==> config.mk <==
export PLATFORM = sky130hd
export DESIGN_NAME = ook_frame_encoder
export DESIGN_NICKNAME = d
export VERILOG_FILES = /design/src/rtl/ook_frame_encoder.sv
export SDC_FILE = /design/constraint.sdc
export NUM_CORES = 1
export LEC_CHECK = 0
export CAP_MARGIN = 30
export CORE_UTILIZATION = 40
export DETAILED_ROUTE_END_ITERATION = 12
export SYNTH_ARGS = -nofsm -noshare
export SYNTH_HDL_FRONTEND = slang
export SYNTH_SLANG_ARGS = --single-unit
==> constraint.sdc <==
create_clock -name clk -period 3.8 [get_ports clk]
set_input_delay 0.95 -clock clk [delete_from_list [all_inputs] [get_ports clk]]
set_output_delay 0.95 -clock clk [all_outputs]
set_load 0.02 [all_outputs]
==> src/rtl/ook_frame_encoder.sv <==
`default_nettype none
// ============================================================================
//  Module   : ook_frame_encoder
//  Brief    : Turns a 3-bit fan command plus a one-cycle start strobe into a
//             complete OOK baseband frame (leader, 21 three-chip symbols,
//             trailer) driven from a register on `ook`.
//  Revision : 1.0 - initial release
// ============================================================================
module ook_frame_encoder #(
    parameter int unsigned          CHIP_CYCLES = 2000,
    parameter int unsigned          ADDR_BITS   = 13,
    parameter logic [ADDR_BITS-1:0] ADDR        = 13'h0A5B
) (
    input  logic       clk,
    input  logic       reset_n,
    input  logic [2:0] cmd,
    input  logic       start_packet,
    output logic       ook,
    output logic       busy,
    output logic       done
);

    localparam int unsigned      FRAME_BITS = ADDR_BITS + 8;
    localparam int unsigned      CNT_W      = (CHIP_CYCLES > 1) ? $clog2(CHIP_CYCLES) : 1;
    localparam logic [CNT_W-1:0] CNT_LAST   = CNT_W'(CHIP_CYCLES - 1);
    localparam logic [4:0]       BIT_LAST   = 5'(FRAME_BITS - 1);

    typedef enum logic [1:0] {
        S_IDLE    = 2'd0,
        S_LEADER  = 2'd1,
        S_DATA    = 2'd2,
        S_TRAILER = 2'd3
    } state_t;

    state_t                state_q;
    logic [CNT_W-1:0]      chip_cnt_q;
    logic [1:0]            sym_chip_q;   // chip within a symbol (0..2), or leader chip (0..1)
    logic [4:0]            bit_idx_q;
    logic [FRAME_BITS-1:0] shift_q;
    logic                  ook_q;
    logic                  busy_q;
    logic                  done_q;

    logic [7:0]            code_d;
    logic                  accept_d;
    logic                  chip_end_d;

    // Command code lookup; only consulted when a start is accepted.
    always_comb begin
        code_d = 8'h00;
        case (cmd)
            3'd0:    code_d = 8'h3E;
            3'd1:    code_d = 8'h3D;
            3'd2:    code_d = 8'h3B;
            3'd3:    code_d = 8'h37;
            3'd4:    code_d = 8'h2F;
            default: code_d = 8'h00;
        endcase
    end

    assign accept_d   = start_packet && (cmd <= 3'd4) && (state_q == S_IDLE);
    assign chip_end_d = (chip_cnt_q == CNT_LAST);

    // Frame sequencer: every chip lasts CHIP_CYCLES cycles; ook is updated only at chip boundaries.
    always_ff @(posedge clk or negedge reset_n) begin
        if (!reset_n) begin
            state_q    <= S_IDLE;
            chip_cnt_q <= '0;
            sym_chip_q <= 2'd0;
            bit_idx_q  <= 5'd0;
            shift_q    <= '0;
            ook_q      <= 1'b0;
            busy_q     <= 1'b0;
            done_q     <= 1'b0;
        end else begin
            done_q <= 1'b0;

            if (state_q != S_IDLE) begin
                chip_cnt_q <= chip_end_d ? '0 : chip_cnt_q + 1'b1;
            end

            case (state_q)
                S_IDLE: begin
                    ook_q <= 1'b0;
                    if (accept_d) begin
                        shift_q    <= {ADDR, code_d};
                        state_q    <= S_LEADER;
                        busy_q     <= 1'b1;
                        ook_q      <= 1'b1;
                        chip_cnt_q <= '0;
                        sym_chip_q <= 2'd0;
                        bit_idx_q  <= 5'd0;
                    end
                end

                S_LEADER: begin
                    if (chip_end_d) begin
                        if (sym_chip_q == 2'd0) begin
                            sym_chip_q <= 2'd1;
                            ook_q      <= 1'b0;
                        end else begin
                            state_q    <= S_DATA;
                            sym_chip_q <= 2'd0;
                            ook_q      <= 1'b1;
                        end
                    end
                end

                S_DATA: begin
                    if (chip_end_d) begin
                        case (sym_chip_q)
                            2'd0: begin
                                sym_chip_q <= 2'd1;
                                ook_q      <= shift_q[FRAME_BITS-1];
                            end
                            2'd1: begin
                                sym_chip_q <= 2'd2;
                                ook_q      <= 1'b0;
                            end
                            default: begin
                                shift_q    <= {shift_q[FRAME_BITS-2:0], 1'b0};
                                sym_chip_q <= 2'd0;
                                ook_q      <= 1'b1;
                                if (bit_idx_q == BIT_LAST) begin
                                    state_q <= S_TRAILER;
                                end else begin
                                    bit_idx_q <= bit_idx_q + 5'd1;
                                end
                            end
                        endcase
                    end
                end

                S_TRAILER: begin
                    if (chip_end_d) begin
                        state_q   <= S_IDLE;
                        bit_idx_q <= 5'd0;
                        ook_q     <= 1'b0;
                        busy_q    <= 1'b0;
                        done_q    <= 1'b1;
                    end
                end

                default: begin
                    state_q <= S_IDLE;
                end
            endcase
        end
    end

    assign ook  = ook_q;
    assign busy = busy_q;
    assign done = done_q;

endmodule
`default_nettype wire

======== Yosys cells after proc, flatten, opt, wreduce, memory -nomap -nowiden ========
Cells that the tools add are included.
word-level totals
  output and inout port bits .............. 3
  input bits .............................. 6
  bits in registers ....................... 44
cells by class
  add/sub/neg operators ................... 2
  order comparisons ....................... 1
  equality and inequality tests ........... 18
  muxes and demuxes ....................... 40
  reduce and logical (&&, ||, !) cells .... 17
operator list
  kind                   count
  $mux 21                3
  $mux 11                4
  $pmux 21 s2            1
  $pmux 6 s5             1
  $mux 5                 5
  $mux 2                 10
  $ne 2x2->1 const B     8
  $pmux 5 s3             1
  $add 11x1->11 const B  1
  $eq 11x11->1 const B   1
  $mux 1                 9
  $pmux 2 s4             1
  $reduce_and 4->1       2
  $reduce_and 7->1       1
  $eq 3x2->1 const B     2
  $pmux 2 s3             1
  $reduce_and 3->1       2
  $reduce_and 6->1       1
  $reduce_bool 2->1      3
  $reduce_bool 3->1      2
  $add 5x1->5 const B    1
  $eq 5x5->1 const B     1
  $eq 2x1->1 const B     2
  $eq 2x2->1 const B     2
  other kinds (10)       13

======== Longest topological paths before layout ========
  depth after elaboration ................. 5
  depth in mapped cells ................... 9
  depth with buffers taken out ............ 7

======== Least setup slack after synthesis ========
Ideal clock, no wire load.
  path type ............................... in2reg
  start point ............................. input port cmd[1]
  end point ............................... register bit_idx_q[3]
  data arrival time ....................... 2,143 ps
  library setup time ...................... 83 ps
  stages .................................. 5
  setup slack ............................. 1,575 ps
  required time ........................... 3,717 ps
  cells stage by stage .................... o21ai_0 -> a21oi_1 -> a221o_2 -> or4_1 -> o21ai_0
on the way
  cells in the longest elaborated chain, start to end .. 5
ends and longest elaborated chain
  item                               line  source
  from (decl)                        16    input logic [2:0] cmd,
  $le 3x3->1                         61    assign accept_d = start_packet && (cmd <= 3'd4) && (state_q == S_IDLE);
  $logic_and 1x1->1 (2 in series)    61
  $ne 2x2->1 (no source line)        n/a
  $reduce_and 6->1 (no source line)  n/a
  to (signal assigned)               127   bit_idx_q <= bit_idx_q + 5'd1;
  to (decl)                          38    logic [4:0] bit_idx_q;
Every way passes these cells.
A chain may end at the register's enable or synchronous reset.

======== Worst setup path after layout ========
  start point ............................. input port cmd[1]
  end point ............................... register shift_q[2]
on the way
  cells in the longest elaborated chain, start to end .. 5
ends and longest elaborated chain
  item                               line  source
  $le 3x3->1                         61
  $logic_and 1x1->1 (2 in series)    61
  $ne 2x2->1 (no source line)        n/a
  $reduce_and 4->1 (no source line)  n/a
  to (signal assigned)               86    shift_q <= {ADDR, code_d};
  to (signal assigned)               121   shift_q <= {shift_q[FRAME_BITS-2:0], 1'b0};
  to (decl)                          39    logic [FRAME_BITS-1:0] shift_q;
Several ways; a longest one is shown, not always the timed one. The select of a mux whose other input is x is not followed.

==> impl_metrics.yaml <==
sta:
  worst_skew_ns: 0.004360
  max_slew.worst_pin.slew_ns: 0.7493
  slew_headroom: 0.4991
  grt_setup_unrepaired: "no"
  hold_viol: 0
  layout_min_cycle_time_ns: 2.798
  final_min_period_over_clock_period: 0.7363
  max_freq_mhz: 357.4
  final_setup_fails: 0
  final_slew_viol_count: 0
  tns_ns: 0
clock_network:
  cts_tree: "done"
  clk_pin_slew_ns: 0.08
  root_buffer: "sky130_fd_sc_hd__clkbuf_8"
  h_tree_lvl_count: 2
  postCtsSetupBuffers: 0
  insertion_delay_ns: 0.29
  cts.path.max_buffers: 2
  cts.hold.buffers_added: 0
  post_cts.resized_instances: 0
  cts_made_buffers: 5
  cts_num_sinks: 44
critical_path:
  r2r.worst_path.cells: 8
  critical_path_class: "in2reg"
  cp_data_required_time_ns: 3.98
  reg2reg_setup_slack_ns: 1.46
  crit_path_max_fanout: 20
  crit_path_start_kind: "input port"
  worstSetupEndpointType: "register"
  rr_endpoint: "bit_idx_q[3]$_DFFE_PN0P_"
  worst_ep_arrival_time_ns: 2.98
  crit-reg2reg-launch: "state_q[0]$_DFFE_PN0P_"
run:
  max_cap_violations: 0
cells_and_area:
  drive_above_1_share: 0.09470
  areaGrowthSynthToFinish_pct: 14.00
  nets_final: 276
  num_antenna_cells: 0
  fin_cells: 334
  num-fill-cells: 487
global_routing:
  grt_start_max_net_pins: 24
  initial_antenna_violation_count: 0
  number_of_global_route_vias_before_repair: 1735
  global_route.usage.total: 0.1772
  grt_first_pass_wirelength_mm: 8.328
  globalRoute.totalOverflow: 0
drt:
  post_drt_via_cell_ratio: 5.425
  post_drt_wl_per_cell_um: 14.62
  drt-total-wl_mm: 4.883
  drt_pass1_iterations: 4
  ant_nets: 0
  first_iter_violations: 70
  num_vias: 1812
  drc: 0
yosys:
  synth.cell_area_um2: 2252
  synth-seq-area-share: 0.4889
  count_of_flip_flops_with_a_built_in_enable_after_synthesis: 0
  yosys.area.top_type_share: 0.4889
  synthCells: 249
  ys_seq_elements: 44
  post_synth_top_cells: "44 x sky130_fd_sc_hd__dfrtp_1, 32 x sky130_fd_sc_hd__nand2_1, 25 x sky130_fd_sc_hd__nor2_1"
  synthTopCellsByArea: "sky130_fd_sc_hd__dfrtp_1 49%, sky130_fd_sc_hd__nand2_1 5.3%, sky130_fd_sc_hd__o21ai_0 5.1%, sky130_fd_sc_hd__nand3_1 4.2%, sky130_fd_sc_hd__nor2_1 4.2%"
  synth-async-reset-ratio: 1.000
  netlist.top_cell.by_area: "sky130_fd_sc_hd__dfrtp_1"
  synthesis.nets: 262
  postSynthAreaPerCell_um2: 9.045
  post-synth-top-count-cell: "sky130_fd_sc_hd__dfrtp_1"
  synth_flop_cell: "sky130_fd_sc_hd__dfrtp_1"
  synthesis_warning_total: 0
  post_synth_num_cell_types: 45
die:
  dieWidth_um: 77.04
  fp-row-count: 26
  boundaryPins: 9
  core_area_um2: 5270
  die-height_um: 77.04
  initial_core_util: 0.4274
  die_ar_um2: 5934
worst_hold_path:
  hold_path.class: "reg2reg"
  holdPathStages: 2
  worst_hold_startpoint: "shift_q[9]$_DFFE_PN0P_"
  worst_hold_path.endpoint: "shift_q[10]$_DFFE_PN0P_"
power:
  power.static_leakage_uw: 0.001203
  power.density_cell_area_nw_per_um2: 341.8
  power.ir.vdd_worst_uv: 219.4
run_status:
  run_status: "finished clean"
placed_design:
  place.detailed.instances: 326
  io_buffer_count: 8
  dp.final_hpwl_mm: 3.361
  routabilityCongestion: 0.7386
-- power by group --
group / leakage, µW / switching (µW) / internal, µW
sequential: 0.000540 / 6.95 / 479
clock: 0.0000552 / 159 / 195
combinational: 0.000608 / 21.3 / 16.7
-- routing by layer --
layer  GRT usage  up-vias  share of wire
li1            -      910              -
met1      0.2453      868           0.50
met2      0.2804       30           0.45
met3     0.03452        4          0.039
met4     0.05283        0         0.0098
met5           0        -              0
-- metrics by stage --
stage          hold WS (ns)  setup WS (ns)  total power [µW]  cell area (µm²)    util
2_1_floorplan        0.4456          1.575             508.3             2252       -
3_3_place_gp         0.4631         0.7704             529.4             2432  0.4615
3_5_place_dp         0.4664         0.6944             533.9             2460  0.4668
4_1_cts              0.4868          1.025             887.6             2567  0.4872
5_1_grt              0.4999         0.8816             909.3             2567  0.4872
6_report             0.4844          1.002             877.6             2567  0.4872
-- flip-flops by register name, indices dropped and copies added, names as in the netlist --
signal,cells
shift_q,21
chip_cnt_q,11
bit_idx_q,5
state_q,2
sym_chip_q,2
busy,1
done,1
ook,1
-- layout make-up --
type,count,area (µm²),share of cell area
Inverter,10,37.54,0.01462
Clock buffer,6,72.57,0.02827
Tap cell,70,87.58,0.03411
Timing Repair Buffer,17,162.7,0.06335
Clock inverter,2,35.03,0.01365
Multi-Input combinational cell,185,1071,0.4172
Sequential cell,44,1101,0.4289
-- cell usage in the layout (no fill, tap or decap), types with 3 or more instances in the layout --
cell / Yosys / routed
sky130_fd_sc_hd__a21oi_1: 9 / 9
sky130_fd_sc_hd__o21ai_0: 23 / 23
sky130_fd_sc_hd__and3_1: 5 / 5
sky130_fd_sc_hd__clkbuf_8: 0 / 5
sky130_fd_sc_hd__inv_1: 9 / 9
sky130_fd_sc_hd__nand2_1: 32 / 32
sky130_fd_sc_hd__nor4_1: 3 / 3
sky130_fd_sc_hd__ha_1: 7 / 7
sky130_fd_sc_hd__dfrtp_1: 44 / 44
sky130_fd_sc_hd__mux2i_1: 6 / 6
sky130_fd_sc_hd__nand3_1: 19 / 19
sky130_fd_sc_hd__nand4_1: 3 / 3
sky130_fd_sc_hd__nor3_1: 15 / 15
sky130_fd_sc_hd__clkdlybuf4s50_1: 0 / 7
sky130_fd_sc_hd__buf_4: 1 / 8
sky130_fd_sc_hd__nor2_1: 25 / 25
sky130_fd_sc_hd__o31ai_1: 5 / 5
-- critical path, stage by stage --
cell,delay (ns)
sky130_fd_sc_hd__clkdlybuf4s50_1,0.50
sky130_fd_sc_hd__o21a_1,0.23
sky130_fd_sc_hd__o21ai_1,0.11
sky130_fd_sc_hd__buf_4,0.17
sky130_fd_sc_hd__nand3_1,0.53
sky130_fd_sc_hd__o22ai_1,0.39
sky130_fd_sc_hd__nor2_1,0.08
-- logic make-up after synthesis --
kind of cell,share of synthesized area
flops,0.4889
compound gates,0.1367
fa+ha+maj,0.03889
mux,0.03167
xor+xnor,0.007779
simple gates,0.2606
buf+inv,0.03555
-- worst max-delay path by stage --
stage / end / start
2_1_floorplan: bit_idx_q[3]$_DFFE_PN0P_ / cmd[1]
3_3_place_gp: shift_q[2]$_DFFE_PN0P_ / cmd[1]
3_5_place_dp: shift_q[2]$_DFFE_PN0P_ / cmd[1]
4_1_cts: shift_q[2]$_DFFE_PN0P_ / cmd[1]
5_1_grt: shift_q[2]$_DFFE_PN0P_ / cmd[1]
6_report: shift_q[2]$_DFFE_PN0P_ / cmd[1]
Power figures use the tool's default switching activity.
